$ cat config.mk
export PLATFORM = sky130hd
export DESIGN_NAME = coin_pulse_generator_flat
export DESIGN_NICKNAME = d
export VERILOG_FILES = /design/src/rtl/coin_pkg.sv /design/src/rtl/coin_pulse_generator_if.sv /design/src/rtl/coin_req_fifo.sv /design/src/rtl/coin_pulse_generator.sv /design/src/flat_wrapper.sv
export SDC_FILE = /design/constraint.sdc
export NUM_CORES = 1
export LEC_CHECK = 0
export ABC_AREA = 1
export CAP_MARGIN = 20
export CORE_ASPECT_RATIO = 0.7
export CORE_MARGIN = 2
export CORE_UTILIZATION = 55
export DETAILED_ROUTE_END_ITERATION = 7
export MAX_ROUTING_LAYER = met4
export PLACE_DENSITY = 0.79
export SETUP_SLACK_MARGIN = 0.2
export SLEW_MARGIN = 30
export SYNTH_ARGS = -nofsm -noshare
export SYNTH_HDL_FRONTEND = slang
export SYNTH_HIERARCHICAL = 1
export SYNTH_SLANG_ARGS = --single-unit
$ cat constraint.sdc
create_clock -name clk -period 3.1 [get_ports clk]
set_input_delay 0.31 -clock clk [delete_from_list [all_inputs] [get_ports clk]]
set_output_delay 0.31 -clock clk [all_outputs]
set_load 0.01 [all_outputs]
$ cat src/rtl/coin_pkg.sv
// Shared coin types, generator FSM states and default pulse widths/windows
// used by both the coin pulse generator and the coin detector.
package coin_pkg;

    typedef enum logic [1:0] {
        NONE    = 2'd0,
        DIME    = 2'd1,
        NICKEL  = 2'd2,
        QUARTER = 2'd3
    } coin_t;

    typedef enum logic [1:0] {
        GEN_IDLE  = 2'd0,
        GEN_PULSE = 2'd1,
        GEN_GAP   = 2'd2
    } gen_state_t;

    // Generator widths sit in the centre of the detector acceptance windows
    localparam int unsigned DEF_DIME_WIDTH    = 3;
    localparam int unsigned DEF_NICKEL_WIDTH  = 7;
    localparam int unsigned DEF_QUARTER_WIDTH = 11;
    localparam int unsigned DEF_GAP           = 2;
    localparam int unsigned DEF_DEPTH         = 4;

    localparam int unsigned DIME_MIN    = 2;
    localparam int unsigned DIME_MAX    = 4;
    localparam int unsigned NICKEL_MIN  = 6;
    localparam int unsigned NICKEL_MAX  = 8;
    localparam int unsigned QUARTER_MIN = 10;
    localparam int unsigned QUARTER_MAX = 12;

    function automatic int unsigned maxU(input int unsigned a, input int unsigned b);
        return (a > b) ? a : b;
    endfunction

endpackage

$ cat src/rtl/coin_pulse_generator_if.sv
// Coin request valid/ready handshake between a requester and the pulse generator.
interface coin_pulse_generator_if;
    import coin_pkg::*;

    logic  coin_valid;
    coin_t coin_type;
    logic  coin_ready;

    modport master (output coin_valid, output coin_type, input coin_ready);
    modport slave  (input coin_valid, input coin_type, output coin_ready);

endinterface

$ cat src/rtl/coin_req_fifo.sv
// Request FIFO for coin types: synchronous push/pop, registered occupancy count,
// no bypass from push to pop data.
module coin_req_fifo
    import coin_pkg::*;
#(
    parameter int unsigned DEPTH = DEF_DEPTH
) (
    input  logic  clk,
    input  logic  reset,
    input  logic  push,
    input  coin_t pushData,
    input  logic  pop,
    output coin_t popData,
    output logic  full,
    output logic  empty
);

    localparam int unsigned AW = (DEPTH > 1) ? $clog2(DEPTH) : 1;
    localparam int unsigned CW = AW + 1;

    if (DEPTH < 2 || (DEPTH & (DEPTH - 1)) != 0) begin : gBadDepth
        $error("coin_req_fifo: DEPTH must be a power of two >= 2");
    end

    coin_t          mem [DEPTH];
    logic [AW-1:0]  wrPtr;
    logic [AW-1:0]  rdPtr;
    logic [CW-1:0]  count;
    logic           doPush;
    logic           doPop;

    assign doPush = push && !full;
    assign doPop  = pop && !empty;

    // Pointers and occupancy; pointers wrap naturally since DEPTH is a power of two
    always_ff @(posedge clk or negedge reset) begin
        if (!reset) begin
            wrPtr <= '0;
            rdPtr <= '0;
            count <= '0;
        end else begin
            if (doPush) wrPtr <= wrPtr + AW'(1);
            if (doPop)  rdPtr <= rdPtr + AW'(1);
            case ({doPush, doPop})
                2'b10:   count <= count + CW'(1);
                2'b01:   count <= count - CW'(1);
                default: count <= count;
            endcase
        end
    end

    // Storage needs no reset: occupancy gates every read
    always_ff @(posedge clk) begin
        if (doPush) mem[wrPtr] <= pushData;
    end

    assign popData = mem[rdPtr];
    assign full    = (count == CW'(DEPTH));
    assign empty   = (count == '0);

endmodule

$ cat src/rtl/coin_pulse_generator.sv
// Coin emulator: queues coin requests and replays each as an active-high
// coinSensor pulse of coin-specific width followed by a fixed low gap.
module coin_pulse_generator
    import coin_pkg::*;
#(
    parameter int unsigned DIME_WIDTH    = DEF_DIME_WIDTH,
    parameter int unsigned NICKEL_WIDTH  = DEF_NICKEL_WIDTH,
    parameter int unsigned QUARTER_WIDTH = DEF_QUARTER_WIDTH,
    parameter int unsigned GAP           = DEF_GAP,
    parameter int unsigned DEPTH         = DEF_DEPTH
) (
    input  logic                   clk,
    input  logic                   reset,
    coin_pulse_generator_if.slave  req,
    output logic                   coinSensor,
    output logic                   busy,
    output logic [7:0]             sent_count,
    output logic                   illegal
);

    localparam int unsigned MAX_LEN = maxU(maxU(DIME_WIDTH, NICKEL_WIDTH), maxU(QUARTER_WIDTH, GAP));
    localparam int unsigned CNT_W   = $clog2(MAX_LEN + 1);

    if (DIME_WIDTH < 1 || NICKEL_WIDTH < 1 || QUARTER_WIDTH < 1) begin : gBadWidth
        $error("coin_pulse_generator: pulse widths must be >= 1");
    end
    if (GAP < 1) begin : gBadGap
        $error("coin_pulse_generator: GAP must be >= 1");
    end
    if (DIME_WIDTH == NICKEL_WIDTH || DIME_WIDTH == QUARTER_WIDTH || NICKEL_WIDTH == QUARTER_WIDTH) begin : gSameWidth
        $error("coin_pulse_generator: coin widths must be distinct");
    end
    if (DEPTH < 2 || (DEPTH & (DEPTH - 1)) != 0) begin : gBadDepth
        $error("coin_pulse_generator: DEPTH must be a power of two >= 2");
    end

    gen_state_t         state;
    gen_state_t         stateNext;
    logic [CNT_W-1:0]   cnt;
    logic [CNT_W-1:0]   cntNext;
    logic [CNT_W-1:0]   loadVal;
    logic               sensorNext;
    logic [7:0]         sentNext;
    logic               illegalNext;
    logic               accept;
    logic               push;
    logic               pop;
    logic               fifoFull;
    logic               fifoEmpty;
    coin_t              fifoHead;

    // Ready depends only on registered FIFO occupancy
    assign req.coin_ready = !fifoFull;
    assign accept         = req.coin_valid && req.coin_ready;
    assign push           = accept && (req.coin_type != NONE);
    assign busy           = (state != GEN_IDLE) || !fifoEmpty;

    coin_req_fifo #(.DEPTH(DEPTH)) uFifo (
        .clk      (clk),
        .reset    (reset),
        .push     (push),
        .pushData (req.coin_type),
        .pop      (pop),
        .popData  (fifoHead),
        .full     (fifoFull),
        .empty    (fifoEmpty)
    );

    // Counter preload for the coin at the FIFO head
    always_comb begin
        loadVal = CNT_W'(DIME_WIDTH - 1);
        case (fifoHead)
            NICKEL:  loadVal = CNT_W'(NICKEL_WIDTH - 1);
            QUARTER: loadVal = CNT_W'(QUARTER_WIDTH - 1);
            default: loadVal = CNT_W'(DIME_WIDTH - 1);
        endcase
    end

    always_ff @(posedge clk or negedge reset) begin
        if (!reset) begin
            state      <= GEN_IDLE;
            cnt        <= '0;
            coinSensor <= 1'b0;
            sent_count <= 8'd0;
            illegal    <= 1'b0;
        end else begin
            state      <= stateNext;
            cnt        <= cntNext;
            coinSensor <= sensorNext;
            sent_count <= sentNext;
            illegal    <= illegalNext;
        end
    end

    always_comb begin
        stateNext   = state;
        cntNext     = cnt;
        sensorNext  = coinSensor;
        sentNext    = sent_count;
        pop         = 1'b0;
        illegalNext = illegal || (accept && (req.coin_type == NONE));

        case (state)
            GEN_IDLE: begin
                if (!fifoEmpty) begin
                    pop        = 1'b1;
                    stateNext  = GEN_PULSE;
                    sensorNext = 1'b1;
                    cntNext    = loadVal;
                end
            end
            GEN_PULSE: begin
                if (cnt != '0) begin
                    cntNext = cnt - CNT_W'(1);
                end else begin
                    sensorNext = 1'b0;
                    sentNext   = sent_count + 8'd1;
                    stateNext  = GEN_GAP;
                    cntNext    = CNT_W'(GAP - 1);
                end
            end
            GEN_GAP: begin
                // A waiting request starts right after the gap, no idle cycle between
                if (cnt != '0) begin
                    cntNext = cnt - CNT_W'(1);
                end else if (!fifoEmpty) begin
                    pop        = 1'b1;
                    stateNext  = GEN_PULSE;
                    sensorNext = 1'b1;
                    cntNext    = loadVal;
                end else begin
                    stateNext = GEN_IDLE;
                end
            end
            default: begin
                stateNext  = GEN_IDLE;
                sensorNext = 1'b0;
                cntNext    = '0;
            end
        endcase
    end

endmodule

$ cat src/flat_wrapper.sv
// flat-port wrapper written by rule: the top's interface ports become plain ports
module coin_pulse_generator_flat import coin_pkg::*;
#(
    parameter int unsigned DIME_WIDTH    = DEF_DIME_WIDTH,
    parameter int unsigned NICKEL_WIDTH  = DEF_NICKEL_WIDTH,
    parameter int unsigned QUARTER_WIDTH = DEF_QUARTER_WIDTH,
    parameter int unsigned GAP           = DEF_GAP,
    parameter int unsigned DEPTH         = DEF_DEPTH
)
  (clk, reset, coinSensor, busy, sent_count, illegal, req_coin_valid, req_coin_type, req_coin_ready);
  coin_pulse_generator_if req_i ();
  input  logic clk;
  input  logic reset;
  output logic coinSensor;
  output logic busy;
  output logic [7:0] sent_count;
  output logic illegal;
  input wire logic [$bits(req_i.coin_valid)-1:0] req_coin_valid;
  input wire logic [$bits(req_i.coin_type)-1:0] req_coin_type;
  output wire logic [$bits(req_i.coin_ready)-1:0] req_coin_ready;
  assign req_i.coin_valid = req_coin_valid;
  assign req_i.coin_type = req_coin_type;
  assign req_coin_ready = req_i.coin_ready;
  coin_pulse_generator #(.DIME_WIDTH(DIME_WIDTH), .NICKEL_WIDTH(NICKEL_WIDTH), .QUARTER_WIDTH(QUARTER_WIDTH), .GAP(GAP), .DEPTH(DEPTH)) u_core (.clk(clk), .reset(reset), .req(req_i), .coinSensor(coinSensor), .busy(busy), .sent_count(sent_count), .illegal(illegal));
endmodule
==> out/results.ini <==
[power]
p_int_mw=1.09
peakVddDrop_mv=0.474
pwr-share-clk_pct=16.3
power_density_mw_per_mm2=937
p_total_mw=1.92
pwr-share-comb_pct=48.5
swShare_pct=43.1
power.switching_mw=0.830
p_leak_nw=1.07
power_frac_seq_pct=35.2

[sta]
worst_slack_ns=0.611
setup-violations-final=0
layout_min_cycle_time_ns=2.49
tns_ns=0
fin_crit_sh_pct=80.3
timing_hold_violations_final=13
finalMaxSlewViolations=0
timing.hold.ws_ns=-0.00457
skew_ns=0.00413
max_freq_ghz=0.402
worst_slew_pin_slew_ns=0.498
grt_setup_unrepaired=false
maxSlewHeadroom_pct=66.8

[status]
status=complete, but fails checks
violations=hold timing

[synth]
synth.area.mux_share_pct=0
synth_top_area_share_pct=32.7
synth-seq-cells=31
syn_area_per_cell_um2=8.11
synth_xor_area_share_pct=2.49
yosysWarningCount=6
syn_inst=217
synth.cell_area_mm2=0.00176
async_flop_share_pct=74.2
synth_fa_ha_area_share_pct=6.11
synth.area.top_cells=dfrtp_1 33%, nand2_1 15%, edfxtp_1 14%
synth_edf_count=8
synth_top_area_cell=dfrtp_1
synth-compound-area-share_pct=6.47
syn_nets=230
synth_top_family_by_area=simple AND/OR/NAND/NOR gates
ys_seq_area_share_pct=46.3
yosys.area_share.simple_pct=29.6
ys.flop_type=dfrtp_1
synth_cell_type_count=25

[floorplan]
fp.dieArea_mm2=0.00368
dieHeight_um=51.3
rows=17
core_mm2=0.00311
start_util_pct=56.7
die_x_um=71.6
ios=17

[cells_and_area]
nets=253
nFillCells=247
ff_latch_area_um2=816
stdcell_count=279
mostFrequentLayoutCell=nand2_1
drive_gt1_share_pct=10.4
utilization_pct=66.2
multiInputGateArea_um2=787
fin_area_mm2=0.00205
layout_common_cells=72 x nand2_1, 36 x inv_1, 23 x dfrtp_1
antenna_cells=0
areaGrowthSynthToFinish_pct=16.7

[route]
firstDrtPassIters=4
wl_per_cell_um=11.2
ant_nets=0
wl_um=3120
drtIter0Drc=34
vias=1366
vias_per_cell=4.90
drc=0

[worst_hold_path]
worstHoldPathType=in -> async

[clocking]
ctsHoldBuffers=0
path_clk_slew_ns=0.06
cts_tree=built
cts.sinks=31
htreeDepth=2
post_cts_resized=0
clk_path_buf_depth=2
clockRootBuffer=clkbuf_8
cts_setup_buffers=0
cts_buffers=5
clock_latency_ns=0.28

[global_route]
grt_pass1_wl_um=5490
grt_overflow=0
grt_pass1_vias=1267
antenna_found_initial=0
grt_max_degree=24
grtUsageTotal_pct=19.9

[worst_setup_path]
end_kind=register
cp.arrival_ns=2.65
critPathLaunchType=register
crit_path_max_incr_delay_ns=0.39
critPathRequiredTime_ns=3.26
path_max_fanout=5
path_class=reg -> reg
critPathSlowestCell=fa_1
cp_cell_sequence=inv_1, ha_1, nand2_4, nand2_1, nand4_1, inv_1, nand2_2, inv_1, ha_1, inv_1, fa_1, nand2_1, nand3_1, nand2_1, nand2_1

[place]
postPlaceCellArea_mm2=0.00196
dpl.cell_count=271
gp_congestion=0.904
io_buffers=16
dpl_worst_slack_ns=0.631
hpwl_um=2370

[flow_run]
cap_violations=0

==> per-layer routing <==
metal / GRT usage, % / wire [um] / up-vias
li1: - / - / 720
met1: 27.0 / 1600 / 619
met2: 30.1 / 1370 / 20
met3: 4.14 / 100 / 7
met4: 6.60 / 47 / 0
met5: - / 0 / -
==> registers in the layout, summed over array words and instances (netlist names) <==
signal,count
u_core/sent_count,8
u_core/uFifo/mem,8
u_core/cnt,4
u_core/uFifo/count,3
u_core/state,2
u_core/uFifo/rdPtr,2
u_core/uFifo/wrPtr,2
u_core/coinSensor,1
u_core/illegal,1
==> worst paths after layout <==
kind                           startpoint                     to  slack (ns)  depth (start not counted)
max                         u_core/cnt[0]  u_core/uFifo/count[2]        0.61                         15
min                                 reset   u_core/sent_count[0]      -0.005                          1
max reg2reg                 u_core/cnt[0]  u_core/uFifo/count[2]        0.61                         15
min reg2reg                u_core/illegal         u_core/illegal        0.48                          1
max in group asynchronous           reset  u_core/uFifo/count[0]        2.77                          1
min in group clk           u_core/illegal         u_core/illegal        0.48                          1
==> critical path: cells and delay by family, from the launching register on <==
kind	cells	cell delay, ns
simple gates	8	0.78
buf+inv	4	0.39
flops	1	0.37
fa+ha+maj	3	0.83
==> final cells by class <==
class	count	area share, %
clock buffer	7	4.20
multi-input combinational	144	38.3
tap	38	2.31
clock inverter	1	0.244
inverter	42	7.67
sequential	31	39.7
timing repair buffer	16	7.55
==> power by group through the flow <==
| stage | Sequential, mW | Combinational, mW | Clock [mW] |
|---|---|---|---|
| after floorplan | 0.671 | 0.686 | 0 |
| after global placement | 0.677 | 0.906 | 0 |
| after detailed placement | 0.681 | 0.929 | 0 |
| after CTS | 0.675 | 0.938 | 0.324 |
| after global routing | 0.693 | 1.07 | 0.343 |
| final | 0.677 | 0.933 | 0.314 |
==> logic make-up (layout without fill, tap and decap cells) <==
| logic type | Yosys count | after routing |
|---|---|---|
| AND/OR/NAND/NOR | 112 | 112 |
| buffers and inverters | 42 | 66 |
| flip-flops | 31 | 31 |
| AO/OA/AOI/OAI | 19 | 19 |
| adder cells (fa/ha/maj) | 8 | 8 |
| XOR/XNOR | 5 | 5 |
==> Yosys cell counts (2+ instances only) <==
library cell	number
xnor2_1	3
inv_2	6
nor2_1	14
nand2_1	72
nor2_2	2
edfxtp_1	8
xor2_1	2
inv_1	36
dfrtp_1	23
nand4_1	4
nand2_4	3
nand3_1	11
o21ai_0	10
o211ai_1	6
ha_1	7
No activity file was read; power rests on OpenSTA's default activity.
